**src/rtl/sr_cmd_arbiter.sv**
```systemverilog
// sr_cmd_arbiter
//   Round-robin arbiter that shares a bank of NUM_FLAGS SR flops between
//   NUM_REQ requesters. One command is granted at a time and turned into a
//   clean s or r pulse of PULSE_CYCLES clocks, followed by a done pulse.
//   s_out and r_out are never high on the same bit.
//
// Ports
//   clk        rising-edge clock
//   reset      asynchronous, active-low reset
//   req        request per requester, held until gnt
//   op         per requester: 1 = set, 0 = clear
//   idx        per requester flag index, slice i = idx[i*IDXW +: IDXW]
//   gnt        one-hot, 1-cycle grant pulse (first DRIVE cycle)
//   done       one-hot, 1-cycle completion pulse
//   s_out      set pulses to the SR bank
//   r_out      reset pulses to the SR bank
//   flag_state shadow copy of the bank (only with SR_CMD_SHADOW_EN)
//   busy       high whenever the FSM is not idle
//
// Build option
//   SR_CMD_SHADOW_EN : adds flag_state and skips the pulse for commands that
//                      would not change the flag.
//
// State table
//   state    | meaning
//   ST_IDLE  | waiting; arbitrates among req every cycle
//   ST_DRIVE | s/r pulse on the latched flag; gnt on the first cycle
//   ST_DONE  | outputs quiet, done pulse to the winner
module sr_cmd_arbiter #(
  parameter int NUM_REQ      = 4,
  parameter int NUM_FLAGS    = 8,
  parameter int PULSE_CYCLES = 2,
  localparam int IDXW        = (NUM_FLAGS > 1) ? $clog2(NUM_FLAGS) : 1
) (
  input  logic                    clk,
  input  logic                    reset,
  input  logic [NUM_REQ-1:0]      req,
  input  logic [NUM_REQ-1:0]      op,
  input  logic [NUM_REQ*IDXW-1:0] idx,
  output logic [NUM_REQ-1:0]      gnt,
  output logic [NUM_REQ-1:0]      done,
  output logic [NUM_FLAGS-1:0]    s_out,
  output logic [NUM_FLAGS-1:0]    r_out,
`ifdef SR_CMD_SHADOW_EN
  output logic [NUM_FLAGS-1:0]    flag_state,
`endif
  output logic                    busy
);

  localparam int RIDW = (NUM_REQ > 1) ? $clog2(NUM_REQ) : 1;
  localparam int CNTW = (PULSE_CYCLES > 1) ? $clog2(PULSE_CYCLES) : 1;

  typedef enum logic [1:0] {
    ST_IDLE  = 2'd0,
    ST_DRIVE = 2'd1,
    ST_DONE  = 2'd2
  } state_t;

  state_t              state_q, state_d;
  logic [RIDW-1:0]     last_q;
  logic [RIDW-1:0]     win_q;
  logic                op_q;
  logic [IDXW-1:0]     idx_q;
  logic [CNTW-1:0]     cnt_q;

  logic                pick_valid;
  logic [RIDW-1:0]     pick_id;
  logic [RIDW:0]       cand;
  logic                cmd_op;
  logic [IDXW-1:0]     cmd_idx;
  logic [NUM_FLAGS-1:0] dec;
  logic                skip_d;

  logic [NUM_REQ-1:0]   gnt_d, done_d;
  logic [NUM_FLAGS-1:0] s_d, r_d;

  // Round-robin scan starting just after the last winner. cand is one bit
  // wider than an id so the wrap needs only a single subtraction.
  always_comb begin
    pick_valid = 1'b0;
    pick_id    = '0;
    cand       = '0;
    for (int k = 1; k <= NUM_REQ; k++) begin
      cand = {1'b0, last_q} + (RIDW+1)'(k);
      if (cand >= (RIDW+1)'(NUM_REQ))
        cand = cand - (RIDW+1)'(NUM_REQ);
      if (!pick_valid && req[cand[RIDW-1:0]]) begin
        pick_valid = 1'b1;
        pick_id    = cand[RIDW-1:0];
      end
    end
  end

  // In IDLE the command comes straight from the winner so the pulse can be
  // registered on the same edge as the grant; afterwards the latched copy.
  always_comb begin
    cmd_op  = op_q;
    cmd_idx = idx_q;
    if (state_q == ST_IDLE) begin
      cmd_op  = op[pick_id];
      cmd_idx = idx[pick_id*IDXW +: IDXW];
    end
  end

  // Out-of-range indices decode to all zeros, so they never pulse.
  always_comb begin
    dec = '0;
    for (int f = 0; f < NUM_FLAGS; f++)
      dec[f] = (cmd_idx == IDXW'(f));
  end

`ifdef SR_CMD_SHADOW_EN
  logic                 skip_q;
  logic [NUM_FLAGS-1:0] flag_q;
  logic                 noop;

  assign noop   = |(dec & (cmd_op ? flag_q : ~flag_q));
  assign skip_d = (state_q == ST_IDLE) ? noop : skip_q;
`else
  assign skip_d = 1'b0;
`endif

  always_comb begin
    state_d = state_q;
    case (state_q)
      ST_IDLE:  if (pick_valid) state_d = ST_DRIVE;
      ST_DRIVE: if (cnt_q == '0) state_d = ST_DONE;
      ST_DONE:  state_d = ST_IDLE;
      default:  state_d = ST_IDLE;
    endcase
  end

  // Next values of the registered outputs. A skipped (no-op) command still
  // spends its grant cycle in DRIVE, with the pulse masked.
  always_comb begin
    gnt_d  = '0;
    done_d = '0;
    s_d    = '0;
    r_d    = '0;
    if (state_q == ST_IDLE && pick_valid)
      gnt_d[pick_id] = 1'b1;
    if (state_q == ST_DRIVE && cnt_q == '0)
      done_d[win_q] = 1'b1;
    if (state_d == ST_DRIVE && !skip_d) begin
      if (cmd_op) s_d = dec;
      else        r_d = dec;
    end
  end

  always_ff @(posedge clk or negedge reset) begin
    if (!reset) begin
      state_q <= ST_IDLE;
      last_q  <= RIDW'(NUM_REQ-1);
      win_q   <= '0;
      op_q    <= 1'b0;
      idx_q   <= '0;
      cnt_q   <= '0;
      gnt     <= '0;
      done    <= '0;
      s_out   <= '0;
      r_out   <= '0;
      busy    <= 1'b0;
    end else begin
      state_q <= state_d;
      gnt     <= gnt_d;
      done    <= done_d;
      s_out   <= s_d;
      r_out   <= r_d;
      busy    <= (state_d != ST_IDLE);
      if (state_q == ST_IDLE && pick_valid) begin
        win_q  <= pick_id;
        last_q <= pick_id;
        op_q   <= cmd_op;
        idx_q  <= cmd_idx;
        cnt_q  <= skip_d ? '0 : CNTW'(PULSE_CYCLES-1);
      end else if (state_q == ST_DRIVE && cnt_q != '0) begin
        cnt_q <= cnt_q - CNTW'(1);
      end
    end
  end

`ifdef SR_CMD_SHADOW_EN
  // Shadow follows the bank on the last DRIVE edge of a real pulse.
  always_ff @(posedge clk or negedge reset) begin
    if (!reset) begin
      skip_q <= 1'b0;
      flag_q <= '0;
    end else begin
      if (state_q == ST_IDLE && pick_valid)
        skip_q <= noop;
      if (state_q == ST_DRIVE && cnt_q == '0 && !skip_q)
        flag_q <= op_q ? (flag_q | dec) : (flag_q & ~dec);
    end
  end

  assign flag_state = flag_q;
`endif

endmodule

```
**config.mk**
```make
export PLATFORM = sky130hd
export DESIGN_NAME = sr_cmd_arbiter
export DESIGN_NICKNAME = d
export VERILOG_FILES = /design/src/rtl/sr_cmd_arbiter.sv
export SDC_FILE = /design/constraint.sdc
export NUM_CORES = 1
export LEC_CHECK = 0
export BUFFER_PORTS_ARGS = -buffer_cell sky130_fd_sc_hd__buf_2
export CORE_MARGIN = 2
export CORE_UTILIZATION = 46
export DETAILED_ROUTE_END_ITERATION = 10
export PLACE_DENSITY = 0.72
export REMOVE_ABC_BUFFERS = 1
export SLEW_MARGIN = 40
export SYNTH_ARGS = -nofsm -noshare
export SYNTH_HDL_FRONTEND = slang
export SYNTH_SLANG_ARGS = --single-unit
```
**constraint.sdc**
```tcl
create_clock -name clk -period 2.2 [get_ports clk]
set_clock_uncertainty 0.15 [all_clocks]
set_input_delay 0.33 -clock clk [delete_from_list [all_inputs] [get_ports clk]]
set_output_delay 0.33 -clock clk [all_outputs]
set_load 0.03 [all_outputs]
```
==> results of run 1 <==
## stage by stage
stage / cells / hold WS [ps] / setup WS [ps] / power, mW / utilization (%)
after floorplan: 142 / -115.6 / -128.0 / 2.161 / -
after global placement: 256 / 290.9 / -246.7 / 2.716 / 61.16
after detailed placement: 256 / 301.1 / -400.0 / 2.775 / 61.16
after CTS: 270 / 339.0 / -276.6 / 3.844 / 72.66
after global routing: 271 / 341.2 / -465.7 / 4.312 / 74.55
final: 271 / 308.0 / -407.2 / 4.107 / 74.55
## layer usage
layer,vias up,global-route usage [%]
li1,723,-
met1,771,31.03
met2,81,43.29
met3,33,6.250
met4,0,15.22
met5,-,0
## cell usage after synthesis (2+ instances only)
master and count:
o221ai_1 2, and2b_2 2, dfstp_2 2, o21a_1 3
nor3b_1 2, o31a_2 2, mux2i_1 3, nor2_1 13
nand4_1 2, dfrtp_1 34, a211oi_1 4, nor3_1 3
o21ai_0 5, o31ai_1 2, nand3_1 2, a21oi_1 6
nor4_1 18, nand2b_1 3, and3_1 2, a311o_1 2
nand2_1 10, a211o_1 2
## power by group through the flow
stage	registers (mW)	clock network [mW]	logic (mW)
floorplan	1.30	0	0.863
finish	1.05	0.473	2.58
detailed placement	1.05	0	1.73
CTS	1.04	0.474	2.33
global route	1.08	0.510	2.72
global placement	1.04	0	1.68
## logic make-up after synthesis
family / synth area share [%]
DFF: 55.54
AOI/OAI and AO/OA: 18.38
buffers and inverters: 1.615
muxes: 1.846
and+or+nand+nor: 22.62
## worst max-delay path: stages, from the launching register on
cell and delay [ps]:
dfstp_2 570, and2b_1 210, o21ba_4 230, nor3_4 260, buf_6 200, nand2_4 60, a311o_2 510, buf_4 190
nor4_4 130
## area by class of cell
cell class,count,share of cell area (%)
well taps,46,2.295
multi-input cells,106,39.17
clock inverters,3,1.697
clock buffers,5,1.497
inverters,1,0.1497
repair buffers,74,19.16
flip-flops and latches,36,36.03
## registers in the layout, summed over array words and instances, names as in the netlist
| name | cells |
|---|---|
| cnt_q | 1 |
| s_out | 8 |
| idx_q | 3 |
| last_q | 2 |
| done | 4 |
| busy | 1 |
| r_out | 8 |
| op_q | 1 |
| state_q | 2 |
| win_q | 2 |
| gnt | 4 |
## repair_timing
| item | CTS | global route |
|---|---|---|
| gates resized for setup | 42 | 8 |
| endpoints found under the hold margin | 34 | 0 |
| endpoints found under the setup margin | 19 | 20 |
| pin swaps | 17 | 10 |
| gates cloned | 1 | 0 |
| setup buffers | 5 | 1 |
| hold buffers | 1 | 0 |
## final timing paths
path,from,end
hold reg to reg,idx_q[0]$_DFFE_PN0P_,idx_q[0]$_DFFE_PN0P_
max in group asynchronous,reset,last_q[1]$_DFFE_PN1P_
setup / recovery,last_q[0]$_DFFE_PN1P_,s_out[7]$_DFF_PN0_
min in group clk,idx_q[0]$_DFFE_PN0P_,idx_q[0]$_DFFE_PN0P_
setup reg to reg,last_q[0]$_DFFE_PN1P_,s_out[7]$_DFF_PN0_
hold / removal,reset,s_out[6]$_DFF_PN0_
==> impl_metrics.toml, run 1 <==
[floorplan]
start_util_pct = 48.36
die_w_um = 63.47
ios = 47
die_area_um2 = 4028
coreArea_um2 = 3363
die_h_um = 63.47
rows = 21

[detailed_routing]
vias = 1608
wire_per_inst_um = 18.72
via_per_inst = 5.934
drt_iter0_markers = 59
ant_nets = 0
routed_wl_mm = 5.074
first_pass_iters = 4
drc_errors = 0
met1_length_mm = 1.980
met3_wirelength_um = 298
route.met2.wl_mm = 2.486
dr.max_layer_used = "met4"

[sta]
setup_violations = 19
fmax_mhz = 383.5
slew_viol_final = 0
max-slew-margin-rel_pct = 63.23
min_period_ps = 2607
rsz0062_at_grt = "true"
setup_tns_ps = -5656
worst_pin_slew_ps = 549.8
fin_crit_sh_pct = 118.5
hold_violations = 0
setup_ws_ps = -407.2

[synth]
yosysSeqAreaShare_pct = 55.54
synthCells = 145
synthTopCellsByArea = "dfrtp_1, nor4_1, dfstp_2"
yosysTopAreaCellShare_pct = 52.31
async_reset_ff_share_pct = 100.0
avgSynthCellArea_um2 = 11.22
synth_edf_count = 0
synth_flop_cell = "dfrtp_1"
netlist_area_um2 = 1627
synth_area_leader_cell = "dfrtp_1"
ys_seq_elements = 36
ys_types = 43
yosysWarnings = 0

[worst_setup_path]
start_kind = "register"
reg2reg_depth = 8
endpoint_kind = "register"
crit_required_ps = 2310
crit_type = "register to register"
arrival_ps = 2710
cp_max_fo = 8
reg2reg_slack_ps = -410

[place]
postPlaceCellArea_um2 = 2057
port_buffers = 46
gp_congestion = 0.7910
hpwl_mm = 2.974

[clocking]
root_buffer = "clkbuf_4"
clock-sinks = 36
clock_tree.htree_level_count = 2
numCtsBuffers = 5
cts_max_path_buffers = 2
cts_tree = "built"
clk_pin_slew_ps = 130
clk_latency_ps = 350

[final_layout]
num_antenna_cells = 0
n_fill_cell = 241
syn2layout_area_growth_pct = 54.15
multi_input_area_um2 = 982.2
drive_gt1_share_pct = 55.56
final_common_cell = "buf_2"
final_area_um2 = 2507
nNetsFinal = 246
seqCellArea_um2 = 903.4
final_cell_mix = "buf_2, dfrtp_1, buf_4"

[global_route]
grt_pass1_vias = 1644
grt_overflow_total = 0
antenna_found_initial = 0
grt_pass1_wl_mm = 8.038
grtUsageTotal_pct = 26.17
grt_max_degree = 37

[power]
p_per_area_nw_per_um2 = 1638
power.leakage_nw = 1.150
p_int_mw = 2.137
irDropWorstVdd_mv = 0.8758
switching_power_mw = 1.970
switching_share_pct = 47.97
p_seq_share_pct = 25.7
combPwrFrac_pct = 62.8
clkPwrFrac_pct = 11.5

[hold_path]
hp-class = "input pin to async pin"

[run_status]
violations = "negative setup slack"
outcome = "finished, violations left"

[run]
cap_violations = 0
Note: power is estimated with default switching activity, not from simulation.
==> run 2, diff against run 1 <==
BUFFER_PORTS_ARGS = -buffer_cell sky130_fd_sc_hd__buf_4   (was -buffer_cell sky130_fd_sc_hd__buf_2)
==> run 2 against run 1 <==
  * The run still ends with negative setup slack left
  * Non-clock buffer count grew 11
  * Sequential share of layout area shrank 3.2 points
  * Flip-flop and latch count is the same
  * Routed wire length grew 13%
  * Clock power grew 1%
  * Largest cell class unchanged
  * Sequential power is essentially flat
  * Power grew 9.0%
  * Count of clock-buffer cells in the layout is the same
  * Critical endpoint is now r_out[6]$_DFF_PN0_
  * Via count grew 5.4%
  * Final area grew 9.7%
  * Global-route usage grew 0.99 points
==> impl_metrics.toml, run 2 (same netlist as run 1, synthesis figures left out) <==
[detailed_routing]
vias = 1695
via_per_inst = 6.011
first_pass_iters = 4
drc_errors = 0
routed_wl_mm = 5.725
wire_per_inst_um = 20.30
drt_iter0_markers = 106
ant_nets = 0

[worst_setup_path]
cp.depth = 8
crit_family = "simple AND/OR/NAND/NOR gates"
endpoint = "r_out[6]$_DFF_PN0_"
r2r_end = "r_out[6]$_DFF_PN0_"
crit_type = "register to register"
crit_buf_inv = 2
reg2reg_depth = 8
path_cells = "and2b_4, o21a_4, nor3_4, buf_6, buf_12, mux2i_4, a211o_2, nor4_2"
cp_max_fo = 5
endpoint_kind = "register"
arrival_ps = 2710
cpPeakStageDelay_ps = 560
crit_required_ps = 2290
slowest_stage = "dfstp_2"
start_kind = "register"
crit_start = "last_q[0]$_DFFE_PN1P_"
reg2reg_slack_ps = -420
r2r-start = "last_q[0]$_DFFE_PN1P_"

[hold_path]
worstHoldStart = "idx[1]"
hp-class = "input pin to register"

[sta]
slew_viol_final = 0
hold_violations = 0
max-slew-margin-rel_pct = 44.79
rsz0062_at_grt = "true"
min_period_ps = 2616
worst_pin_slew_ps = 820.6
fin_crit_sh_pct = 118.9
setup_ws_ps = -416.4
setup_violations = 19
fmax_mhz = 382.2

[clocking]
cts_tree = "built"
clk_latency_ps = 360
cts_max_path_buffers = 2
clock-sinks = 36
root_buffer = "clkbuf_4"
clk_pin_slew_ps = 120
numCtsBuffers = 5
clock_tree.htree_level_count = 2

[floorplan]
die_area_um2 = 4028
ios = 47
die_h_um = 63.47
start_util_pct = 48.36
coreArea_um2 = 3363
die_w_um = 63.47
rows = 21

[final_layout]
final_cell_mix = "buf_4, dfrtp_1, nor2_1"
nNetsFinal = 257
num_antenna_cells = 0
final_common_cell = "buf_4"
final_cell_count_no_fill = 282
syn2layout_area_growth_pct = 69.15
largestRegisters = "r_out: 8 flops, s_out: 8 flops"
drive_gt1_share_pct = 59.75

[place]
port_buffers = 46
hpwl_mm = 3.130
gp_congestion = 0.8298
dp.cells = 257

[global_route]
grt_pass1_wl_mm = 8.273
grt_overflow_total = 0
antenna_found_initial = 0
grt_pass1_vias = 1691
grt_max_degree = 37
grtUsageTotal_pct = 27.16

[power]
power.leakage_nw = 1.229
irDropWorstVdd_mv = 1.049
p_per_area_nw_per_um2 = 1628
total_power_mw = 4.478

[run_status]
violations = "negative setup slack"
outcome = "finished, violations left"

[run]
cap_violations = 0
-- run 2: changes by cell type in the layout (fill, tap and decap cells not counted), sizes merged --
| cell | change |
|---|---|
| buf | +11 |
-- run 2: how the worst min path moves through the flow --
stage / slack [ps] / depth (start not counted) / end
floorplan: -120 / 0 / busy$_DFF_PN0_
global placement: 150 / 1 / done[1]$_DFF_PN0_
detailed placement: 160 / 1 / done[2]$_DFF_PN0_
CTS: 290 / 4 / idx_q[1]$_DFFE_PN0P_
global route: 300 / 4 / gnt[0]$_DFF_PN0_
finish: 290 / 4 / idx_q[1]$_DFFE_PN0P_
-- run 2: routing by layer --
| metal | routed length, µm | global-route usage [%] | vias to the layer above |
|---|---|---|---|
| li1 | - | - | 742 |
| met1 | 2120 | 33.69 | 809 |
| met2 | 2858 | 44.74 | 114 |
| met3 | 450 | 5.536 | 30 |
| met4 | 296 | 14.13 | 0 |
| met5 | 0 | 0 | - |
-- run 2: worst reg2reg max path, delay by kind of cell, from the launching register on --
| family | cells | cell delay [ps] |
|---|---|---|
| AND/OR/NAND/NOR | 3 | 790 |
| buffers and inverters | 2 | 290 |
| AO/OA/AOI/OAI | 2 | 620 |
| flip-flops | 1 | 560 |
| multiplexers | 1 | 100 |
-- run 2: power by group --
group | internal, mW | switching [mW] | leakage [nW]
combinational | 1.25 | 1.68 | 0.718
sequential | 0.902 | 0.162 | 0.470
clock | 0.237 | 0.242 | 0.0412
total | 2.39 | 2.09 | 1.23
-- run 2: stage by stage --
| stage | worst slack [ps] | setup TNS [ps] | instance area, µm² | util, % | hold WS, ps |
|---|---|---|---|---|---|
| floorplan | -128.0 | -1859 | 1604 | - | -115.6 |
| detailed placement | -398.3 | -5728 | 2180 | 64.81 | 156.2 |
| CTS | -275.1 | -3766 | 2580 | 76.71 | 289.9 |
| finish | -416.4 | -5569 | 2751 | 81.81 | 291.6 |
| global route | -528.0 | -7647 | 2751 | 81.81 | 303.3 |
| global placement | -295.5 | -4346 | 2180 | 64.81 | 147.7 |
-- run 2: what timing repair did --
| item | in CTS | in global routing |
|---|---|---|
| gates resized for setup | 41 | 14 |
| pin swaps | 22 | 6 |
| endpoints found under the setup margin | 19 | 19 |
| hold buffers | 1 | 0 |
| hold endpoints to repair | 34 | 0 |
| gates cloned | 1 | 0 |
| buffers inserted | 8 | 8 |
-- run 2: final cells by class --
type	count	area [µm²]
Clock buffer	5	37.54
Clock inverter	3	42.54
Fill cell	188	611.8
Inverter	1	3.754
Multi-Input combinational cell	106	1006
Sequential cell	36	903.4
Tap cell	46	57.56
Timing Repair Buffer	85	700.7
==> run 3, diff against run 2 <==
CORE_MARGIN = 4   (was 2)
==> run 3 against run 2 <==
  * Global-route usage decreased by 5.5 points
  * Register-to-register slack improved by 97 ps
  * Sequential power about the same
  * The run still ends with negative setup slack left
  * Critical path depth decreased by 2
  * Via count decreased by 9.0%
  * Fmax rose by 3.9%
  * Flip-flop and latch count unchanged
  * Non-clock buffer count shrank 11
  * Combinational power shrank 17%
  * Utilization decreased by 7.1 points
  * Power shrank 12%
  * Critical endpoint is now r_out[2]$_DFF_PN0_
  * Sequential share of layout area is 3.1 points higher
==> impl_metrics.toml, run 3 (same netlist as run 1, synthesis figures left out) <==
[sta]
max-slew-margin-rel_pct = 60.33
rsz0062_at_grt = "true"
setup_violations = 19
setup_tns_ps = -4893
min_period_ps = 2519
hold_violations = 0
fin_crit_sh_pct = 114.5
slew_viol_final = 0
fmax_mhz = 396.9
worst_pin_slew_ps = 591.9
setup_ws_ps = -319.3
holdWs_ps = 318.0

[worst_setup_path]
arrival_ps = 2620
crit_start = "last_q[0]$_DFFE_PN1P_"
r2r-start = "last_q[0]$_DFFE_PN1P_"
crit_required_ps = 2300
cp_max_fo = 8
start_kind = "register"
crit_family = "simple AND/OR/NAND/NOR gates"
path_cells = "and2b_1, o21ba_4, nor3_4, nand2_1, a311o_2, nor4_2"
endpoint_kind = "register"
crit_buf_inv = 0
cpPeakStageDelay_ps = 570
crit_type = "register to register"
slowest_stage = "dfstp_2"

[place]
place_ws_ps = -348.1
dp.cells = 260
hpwl_mm = 3.128
gp_congestion = 0.8686
port_buffers = 46

[hold_path]
hp-class = "input pin to async pin"

[clocking]
cts_max_path_buffers = 2
clock_tree.htree_level_count = 2
root_buffer = "clkbuf_4"
clk_pin_slew_ps = 120
clock-sinks = 36
numCtsBuffers = 5
clk_latency_ps = 340
cts_tree = "built"

[power]
total_power_mw = 3.948
irDropWorstVdd_mv = 1.033
p_per_area_nw_per_um2 = 1572
power.leakage_nw = 1.143

[detailed_routing]
vias = 1543
first_pass_iters = 4
ant_nets = 0
via_per_inst = 5.715
drt_iter0_markers = 137
wire_per_inst_um = 17.58
routed_wl_mm = 4.746
drc_errors = 0

[floorplan]
start_util_pct = 48.36
coreArea_um2 = 3363
rows = 21
die_h_um = 67.47
die_area_um2 = 4552
die_w_um = 67.47
ios = 47

[final_layout]
multi_input_area_um2 = 900.9
final_cell_count_no_fill = 270
syn2layout_area_growth_pct = 54.38
nNetsFinal = 245
final_cell_mix = "buf_4, dfrtp_1, nor2_1"
largestRegisters = "r_out: 8 flops, s_out: 8 flops"
seqCellArea_um2 = 903.4
drive_gt1_share_pct = 52.68
n_fill_cell = 243
num_antenna_cells = 0
final_common_cell = "buf_4"

[global_route]
grt_overflow_total = 0
grt_pass1_vias = 1539
grtUsageTotal_pct = 21.70
antenna_found_initial = 0
grt_pass1_wl_mm = 7.182
grt_max_degree = 37

[run_status]
outcome = "finished, violations left"
violations = "negative setup slack"

[run]
cap_violations = 0
-- run 3: final cells by class --
class | instances | area share [%]
Clock buffer | 5 | 1.495
Timing Repair Buffer | 74 | 22.52
Multi-Input combinational cell | 105 | 35.87
Tap cell | 46 | 2.292
Sequential cell | 36 | 35.97
Clock inverter | 3 | 1.694
Inverter | 1 | 0.1495
-- run 3: metal layers --
metal  GRT usage (%)  wire length (µm)  up-vias
met2           33.78              2402       63
met5               0                 0        -
met1           27.71              1968      754
met3           5.324               255       11
li1                -                 -      715
met4           11.65               120        0
-- run 3: worst paths after layout --
check,end,slack (ps),depth (start not counted)
worst max register to register,r_out[2]$_DFF_PN0_,-320,6
min in group clk,done[1]$_DFF_PN0_,350,1
worst min-delay path,win_q[0]$_DFFE_PN0P_,320,2
max in group asynchronous,last_q[1]$_DFFE_PN1P_,1240,2
worst max-delay path,r_out[2]$_DFF_PN0_,-320,6
worst min register to register,done[1]$_DFF_PN0_,350,1
-- run 3: power breakdown --
group,internal [mW],switching [mW],total (mW)
clock,0.237,0.231,0.468
sequential,0.902,0.144,1.05
combinational,0.981,1.45,2.43
-- run 3: worst reg2reg max path: cells and delay by family, from the launching register on --
| kind | cells | cell delay, ps |
|---|---|---|
| compound gates | 2 | 780 |
| flops | 1 | 570 |
| simple gates | 4 | 930 |
-- run 3: repair_timing --
item                                    in CTS  in global routing
resized for setup                           23                 13
setup buffers                                0                  1
endpoints found under the setup margin      19                 20
pin swaps                                    2                  1
hold buffers                                 1                  0
endpoints found under the hold margin       34                  0
-- run 3: metrics by stage --
| step | cell area [µm²] | util [%] |
|---|---|---|
| after floorplan | 1604 | - |
| after global placement | 2202 | 65.48 |
| after global routing | 2511 | 74.67 |
| final | 2511 | 74.67 |
| after CTS | 2416 | 71.84 |
| after detailed placement | 2202 | 65.48 |
